**src/rtl/tm_snn_pkg.sv**
```systemverilog
// Shared constants and readout state encoding for the spike-rate decoder.
// Pure definitions: no latency, no flow control.
package tm_snn_pkg;

    localparam int NUM_CHAN = 8;
    localparam int CHAN_W   = 3;
    localparam int RATE_SAT = 255;

    typedef enum logic {
        R_IDLE = 1'b0,
        R_SEND = 1'b1
    } rd_state_t;

endpackage

```
**src/rtl/tm_spike_counter.sv**
```systemverilog
// One channel spike counter with increment and synchronous restart; count_next is the value including this edge's spike.
// Latency: count_next is combinational from the held count; backpressure: none.
module tm_spike_counter #(
    parameter int CNT_W = 5
) (
    input  logic             clk,
    input  logic             rst,
    input  logic             inc,
    input  logic             restart,
    output logic [CNT_W-1:0] count_next
);

    logic [CNT_W-1:0] count;

    assign count_next = count + CNT_W'(inc);

    always_ff @(posedge clk or posedge rst) begin
        if (rst) begin
            count <= '0;
        end else if (restart) begin
            count <= '0;
        end else begin
            count <= count_next;
        end
    end

endmodule

```
**src/rtl/tm_spike_decoder.sv**
```systemverilog
// Windowed 8-channel spike-rate decoder; rate_valid rises 1 cycle after the window-close edge. Build option: TM_DECODE_SAT_EN.
// Backpressure: rate_ready stalls the readout; a window closing mid-readout is dropped and sets overrun.
module tm_spike_decoder
    import tm_snn_pkg::*;
#(
    parameter int WINDOW_LOG2 = 4
) (
    input  logic                clk,
    input  logic                rst,
    input  logic [NUM_CHAN-1:0] spike_in,
    input  logic                spike_valid,
    output logic [7:0]          rate_out,
    output logic [CHAN_W-1:0]   rate_chan,
    output logic                rate_valid,
    input  logic                rate_ready,
    output logic                window_done,
    output logic                overrun
);

    localparam int CNT_W = WINDOW_LOG2 + 1;

    logic [WINDOW_LOG2-1:0] samp_cnt;
    logic                   win_close;
    logic [CNT_W-1:0]       cnt_next [NUM_CHAN];
    logic [CNT_W-1:0]       snap     [NUM_CHAN];

    rd_state_t         state, state_nxt;
    logic [CHAN_W-1:0] chan, chan_nxt;
    logic              xfer, last_xfer, snap_load;

    // The sample counter wraps to zero on its own exactly at window close.
    assign win_close = spike_valid && (samp_cnt == '1);

    always_ff @(posedge clk or posedge rst) begin
        if (rst) begin
            samp_cnt <= '0;
        end else if (spike_valid) begin
            samp_cnt <= samp_cnt + WINDOW_LOG2'(1);
        end
    end

    for (genvar i = 0; i < NUM_CHAN; i++) begin : g_chan
        tm_spike_counter #(
            .CNT_W(CNT_W)
        ) u_cnt (
            .clk        (clk),
            .rst        (rst),
            .inc        (spike_valid & spike_in[i]),
            .restart    (win_close),
            .count_next (cnt_next[i])
        );
    end

    always_comb begin
        state_nxt = state;
        chan_nxt  = chan;
        xfer      = (state == R_SEND) && rate_ready;
        last_xfer = xfer && (chan == CHAN_W'(NUM_CHAN - 1));
        // A close on the final transfer edge chains straight into the next readout.
        snap_load = win_close && ((state == R_IDLE) || last_xfer);
        if (snap_load) begin
            state_nxt = R_SEND;
            chan_nxt  = '0;
        end else if (xfer) begin
            chan_nxt = chan + CHAN_W'(1);
            if (last_xfer) begin
                state_nxt = R_IDLE;
            end
        end
    end

    always_ff @(posedge clk or posedge rst) begin
        if (rst) begin
            state <= R_IDLE;
            chan  <= '0;
        end else begin
            state <= state_nxt;
            chan  <= chan_nxt;
        end
    end

    always_ff @(posedge clk or posedge rst) begin
        if (rst) begin
            for (int i = 0; i < NUM_CHAN; i++) begin
                snap[i] <= '0;
            end
        end else if (snap_load) begin
            for (int i = 0; i < NUM_CHAN; i++) begin
                snap[i] <= cnt_next[i];
            end
        end
    end

    always_ff @(posedge clk or posedge rst) begin
        if (rst) begin
            window_done <= 1'b0;
            overrun     <= 1'b0;
        end else begin
            window_done <= win_close;
            if (win_close && !snap_load) begin
                overrun <= 1'b1;
            end
        end
    end

    assign rate_valid = (state == R_SEND);
    assign rate_chan  = chan;

`ifdef TM_DECODE_SAT_EN
    logic [8:0] rate_cnt;
    assign rate_cnt = 9'(snap[chan]);
    assign rate_out = (rate_cnt > 9'(RATE_SAT)) ? 8'(RATE_SAT) : rate_cnt[7:0];
`else
    assign rate_out = 8'(snap[chan]);
`endif

endmodule

```
**config.mk**
```make
export PLATFORM = sky130hd
export DESIGN_NAME = tm_spike_decoder
export DESIGN_NICKNAME = d
export VERILOG_FILES = /design/src/rtl/tm_snn_pkg.sv /design/src/rtl/tm_spike_counter.sv /design/src/rtl/tm_spike_decoder.sv
export SDC_FILE = /design/constraint.sdc
export NUM_CORES = 1
export LEC_CHECK = 0
export BUFFER_PORTS_ARGS = -buffer_cell sky130_fd_sc_hd__buf_2
export CAP_MARGIN = 30
export CORE_AREA = 2 2 103 105
export DETAILED_ROUTE_END_ITERATION = 12
export DIE_AREA = 0 0 105 107
export HOLD_SLACK_MARGIN = 0.06
export SLEW_MARGIN = 25
export SYNTH_ARGS = -nofsm -noshare
export SYNTH_HDL_FRONTEND = slang
export SYNTH_HIERARCHICAL = 1
export SYNTH_SLANG_ARGS = --single-unit
```
**constraint.sdc**
```tcl
create_clock -name clk -period 3 [get_ports clk]
set_clock_uncertainty 0.2 [all_clocks]
set_input_delay 0.6 -clock clk [delete_from_list [all_inputs] [get_ports clk]]
set_output_delay 0.6 -clock clk [all_outputs]
set_load 0.005 [all_outputs]
```
==> results of run 1 <==
how the worst min path moves through the flow:
| stage | to | slack, ps | depth (start not counted) |
|---|---|---|---|
| finish | g_chan[0].u_cnt/count[3] | 70 | 2 |
| global route | g_chan[0].u_cnt/count[1] | 60 | 2 |
| CTS | g_chan[1].u_cnt/count[2] | 60 | 2 |
| detailed placement | overrun | 260 | 1 |
| global placement | overrun | 260 | 1 |
| floorplan | g_chan[0].u_cnt/count[0] | 180 | 1 |
per-stage QoR:
stage / setup WS (ps) / cells
2_1_floorplan: 680.6 / 329
3_3_place_gp: 640.0 / 483
3_5_place_dp: 616.3 / 483
4_1_cts: 184.8 / 499
5_1_grt: 93.22 / 499
6_report: 222.9 / 499
layout make-up:
class / count / share of cell area (%)
tap: 136 / 3.440
clock inverter: 6 / 0.9863
inverter: 10 / 0.7587
clock buffer: 10 / 2.782
sequential: 90 / 45.52
multi-input combinational: 218 / 42.72
timing repair buffer: 29 / 3.794
state kept, by name (all words and copies together) (netlist names):
name                count
overrun                 1
rate_chan               3
rate_valid              1
samp_cnt                4
window_done             1
snap                   40
g_chan.u_cnt/count     40
per-layer routing:
layer | track usage, % | vias up
met4 | 5.143 | 0
met3 | 4.316 | 10
met5 | 0 | -
met1 | 22.34 | 1253
met2 | 24.49 | 36
li1 | - | 1180
Yosys cell counts (2+ instances only):
master,n
dfrtp_1,90
mux2_2,46
nor2b_1,40
ha_1,19
xnor2_1,18
nor2_1,17
mux2_4,16
nand3_2,16
inv_1,10
xor2_1,10
and2_1,8
nand2_1,7
mux4_1,6
buf_6,5
mux4_2,4
buf_4,3
a21oi_1,2
nand3_1,2
kinds of logic after synthesis:
kind of cell | count (synthesis) | synth area share [%]
XOR/XNOR | 28 | 5.466
buffers and inverters | 21 | 2.872
AO/OA/AOI/OAI | 4 | 0.7531
other | 1 | 0.08358
flip-flops | 90 | 50.20
multiplexers | 72 | 22.42
adder cells (fa/ha/maj) | 19 | 5.298
AND/OR/NAND/NOR | 92 | 12.91
placed cells by master (no fill, tap or decap), types with 2 or more instances in the layout:
cell type   instances
xnor2_1            18
conb_1              3
nor2_1             17
xor2_1             10
clkbuf_8           10
nand3_2            16
mux2_2             46
buf_12              2
mux2_4             16
buf_4               5
and2_1              8
mux4_2              4
dfrtp_1            90
mux4_1              6
nand3_1             2
inv_1               9
a21oi_1             2
buf_2              22
nand2_1             7
nor2b_1            40
clkinvlp_4          3
inv_6               2
ha_1               19
power by group:
group          switching, W  internal [W]  leakage, nW
Sequential         0.000415       0.00171         1.15
Combinational      0.000618      0.000946         1.16
Clock              0.000454      0.000331       0.0855
Total               0.00149       0.00299         2.39
worst max-delay path: cells and delay by family, from the launching register on:
kind / cells / cell delay, ps
buf+inv: 2 / 350
flops: 1 / 490
mux: 2 / 780
==> results.toml, run 1 <==
[outcome]
status = "finished, final reports clean"

[setup_path]
maximum_fanout_encountered_on_the_critical_timing_path = 8
cp_slowest_stage_delay_ps = 490
critical_path.reg2reg.endpoint = "snap[6]"
timing.critical_path.cells = "buf_4 > mux4_2 > mux2_2 > buf_2"
timing.setup.critical_path_class = "flip-flop to primary output"
critPathLaunchType = "flip-flop"
crit_arrival_ps = 1980
slowest_stage = "dfrtp_1"
worst_endpoint_required_time_ps = 2200
setup.worst_path.end = "rate_out[1]"
worstSetupStartpoint = "rate_chan[2]"
regToRegSetupSlack_ps = 760
worst_reg_to_reg_path_cell_count = 6
r2r_start = "rate_chan[1]"
cp-end-kind = "primary output"

[timing]
hold_viol = 0
max_freq_mhz = 360.1
final-max-slew-violation-count = 0
fin_crit_ps = 2777
finalCritPeriodShare_pct = 92.57
total_negative_slack_for_setup_checks_ps = 0
hold-worst-slack_ps = 65.21
setup_viol = 0
grt_setup_unrepaired = "false"

[routing]
detailedRoute.firstIterationViolations = 82
routed_via_density = 4.968
drc_violations_left = 0
route.top_layer_used = "met4"
detail_route.wirelength.met1_mm = 4.050
final_antenna_net_count = 0
met3RoutedLength_um = 267
total_wirelength_mm = 8.135
vias = 2479
wire_per_inst_um = 16.30
drtPass1Iterations = 4
met2_layer_wire_length_in_the_routed_design_mm = 3.692

[cells_and_area]
finish.instance_area_um2 = 4947
finalCoreUtilization_pct = 49.02
fraction_of_final_layout_cells_sized_beyond_drive_strength_1_pct = 35.81
n_fill_cell = 948
n_antenna_cell = 0
areaGrowthSynthToFinish_pct = 10.26
multiInputGateArea_um2 = 2113
seq_area_um2 = 2252
design.final.nets = 389

[synthesis]
yosys_register_bits = 90
mappedNetlistArea_um2 = 4487
synthCells = 327
synth.top_cell.area_share_pct = 50.20
synth_area_leaders = "dfrtp_1 50%, mux2_2 12%, nor2b_1 5.6%, mux2_4 5.4%, ha_1 5.3%"
postSynth.asyncResetShare_pct = 100.0
synth_flop_cell = "dfrtp_1"
synth_warnings = 6
netlist.top_cell.by_area = "dfrtp_1"
post_synthesis_cell_type_count = 26
ys_seq_area_share_pct = 50.20
number_of_synthesized_flops_with_an_enable_pin = 0
post_synth.cell_area_avg_um2 = 13.72

[clock_network]
insertion_delay_ps = 370
postCtsResizedCells = 0
cts_num_sinks = 90
clk_pin_slew_worst_paths_ps = 100
tritoncts_clock_tree = "yes"
clock-root-buffer = "clkbuf_8"
clockBufferDepth = 2
cts_post_setup_buffers_inserted = 0
cts_made_buffers = 9
postCtsHoldBufs = 0
htree_num_levels = 3

[grt]
gr-total-overflow = 0
first_global_vias = 2611
grt_start_max_net_pins = 44
grt_antenna_before_repair = 0
grt_util_all_layers_pct = 16.04
grt_pass1_wl_mm = 13.67

[floorplan]
core_area_um2 = 10090
start_util_pct = 44.46
floorplan.die.height_um = 107
floorplan.io_pins = 26
die_width_um = 105
placement_rows = 37
die_area_um2 = 11240

[placement]
detailed_place.area_um2 = 4761
place_hpwl_mm = 5.731
gpl.final_weighted_congestion = 0.7226
io_buffer_count = 22

[power_and_ir_drop]
irDropWorstVdd_mv = 0.4785
fin_total_pwr_w = 0.004478
leakage_dissipation_nw = 2.393
p_per_area_nw_per_um2 = 905.1

[min_path]
hold_path.class = "primary input to asynchronous set/reset pin"

[job]
cap_viol_max_count = 0
Power figures use the tool's default switching activity.
==> run 2: changes to the inputs <==
MAX_ROUTING_LAYER = met4   (was not set)
==> run 2 against run 1 <==
Compared with the run above:
- die area did not move
- non-clock buffer count unchanged
- first-iteration DRC count increased by 18%
- sequential share of layout area unchanged
- global-route usage rose by 0.47 points
- total power about the same
- core utilization did not move
- register-to-register slack gained 20 ps
- worst hold slack got worse by 1.1 ps
- worst setup slack gained 1.1 ps
- largest power group unchanged
- highest routed layer unchanged
==> results.toml, run 2 (synthesized netlist as in run 1, its figures left out) <==
[outcome]
status = "finished, final reports clean"

[routing]
vias = 2474
drc_violations_left = 0
routed_via_density = 4.958
wire_per_inst_um = 16.32
final_antenna_net_count = 0
drtPass1Iterations = 4
detailedRoute.firstIterationViolations = 97
total_wirelength_mm = 8.143

[setup_path]
worst_endpoint_required_time_ps = 2200
cp-end-kind = "primary output"
crit_arrival_ps = 1980
slowest_stage = "mux4_2"
maximum_fanout_encountered_on_the_critical_timing_path = 8
crit_family = "multiplexers"
regToRegSetupSlack_ps = 780
cp_slowest_stage_delay_ps = 490
timing.setup.critical_path_class = "flip-flop to primary output"
timing.critical_path.cells = "buf_4 > mux4_2 > mux2_2 > buf_2"
worst-path-buf-inv = 2
critPathLaunchType = "flip-flop"

[timing]
setup_viol = 0
total_negative_slack_for_setup_checks_ps = 0
hold-worst-slack_ps = 64.09
finalCritPeriodShare_pct = 92.53
hold_viol = 0
grt_setup_unrepaired = "false"
final-max-slew-violation-count = 0
max_freq_mhz = 360.2
fin_crit_ps = 2776

[placement]
io_buffer_count = 22
place_hpwl_mm = 5.731
gpl.final_weighted_congestion = 0.7311

[clock_network]
insertion_delay_ps = 370
postCtsResizedCells = 0
postCtsHoldBufs = 0
htree_num_levels = 3
cts_num_sinks = 90
clockBufferDepth = 2
cts_made_buffers = 9
clk_pin_slew_worst_paths_ps = 100
cts_post_setup_buffers_inserted = 0
tritoncts_clock_tree = "yes"
clock-root-buffer = "clkbuf_8"

[floorplan]
die_width_um = 105
floorplan.die.height_um = 107
floorplan.io_pins = 26
die_area_um2 = 11240
start_util_pct = 44.46
core_area_um2 = 10090
placement_rows = 37

[power_and_ir_drop]
leakage_dissipation_nw = 2.393
p_per_area_nw_per_um2 = 905.2
fin_total_pwr_w = 0.004478
irDropWorstVdd_mv = 0.4791

[grt]
grt_util_all_layers_pct = 16.51
grt_antenna_before_repair = 0
grt_pass1_wl_mm = 13.67
gr-total-overflow = 0
grt_start_max_net_pins = 44
first_global_vias = 2604

[cells_and_area]
n_fill_cell = 948
final_cell_mix = "90 x dfrtp_1, 46 x mux2_2, 40 x nor2b_1"
biggestRegsByFlops = "g_chan.u_cnt/count: 40 flops, snap: 40 flops, samp_cnt: 4 flops"
n_antenna_cell = 0
most_common_library_cell_in_the_layout_ignoring_fill_and_taps = "dfrtp_1"
fraction_of_final_layout_cells_sized_beyond_drive_strength_1_pct = 35.81
design.final.nets = 389
areaGrowthSynthToFinish_pct = 10.26

[min_path]
hold_path.class = "primary input to asynchronous set/reset pin"

[job]
cap_viol_max_count = 0
-- run 2: cell counts in the layout (fill, tap and decap cells not counted) --
Identical to the previous run, type by type.
-- run 2: final timing paths --
check,startpoint,to,depth (start not counted)
min,rst,g_chan[0].u_cnt/count[3],2
max reg2reg,rate_chan[1],snap[6],6
min reg2reg,overrun,overrun,1
min in group clk,overrun,overrun,1
max,rate_chan[2],rate_out[1],4
max in group asynchronous,rst,snap[26],3
-- run 2: per-layer routing --
layer	vias to the layer above	wire length [um]	global-route usage, %
met5	-	0	-
met4	0	119	5.143
met3	10	270	4.195
met2	38	3695	24.44
met1	1248	4057	22.50
li1	1178	-	-
-- run 2: worst register-to-register path, cell delays in order (launching register included) --
cell	delay (ps)
dfrtp_1	550
ha_1	220
ha_1	190
nand2_1	120
a21oi_4	180
buf_12	260
mux2_2	380
-- run 2: layout make-up --
class                      instances  area [um2]  area share, %
sequential                        90        2252          45.52
multi-input combinational        218        2113          42.72
timing repair buffer              29       187.7          3.794
tap                              136       170.2          3.440
clock buffer                      10       137.6          2.782
clock inverter                     6       48.80         0.9863
inverter                          10       37.54         0.7587
-- run 2: report_power, final --
part | switching (W) | internal, W | total [W]
registers | 0.000415 | 0.00171 | 0.00213
clock network | 0.000454 | 0.000331 | 0.000785
logic | 0.000618 | 0.000946 | 0.00156
-- run 2: per-stage QoR --
stage	std cells	instance area [um2]	setup WS, ps	util (%)
after floorplan	329	4494	680.6	-
after global placement	483	4761	640.0	47.17
after detailed placement	483	4761	616.3	47.17
after CTS	499	4947	184.8	49.02
after global routing	499	4947	93.22	49.02
final	499	4947	224.0	49.02
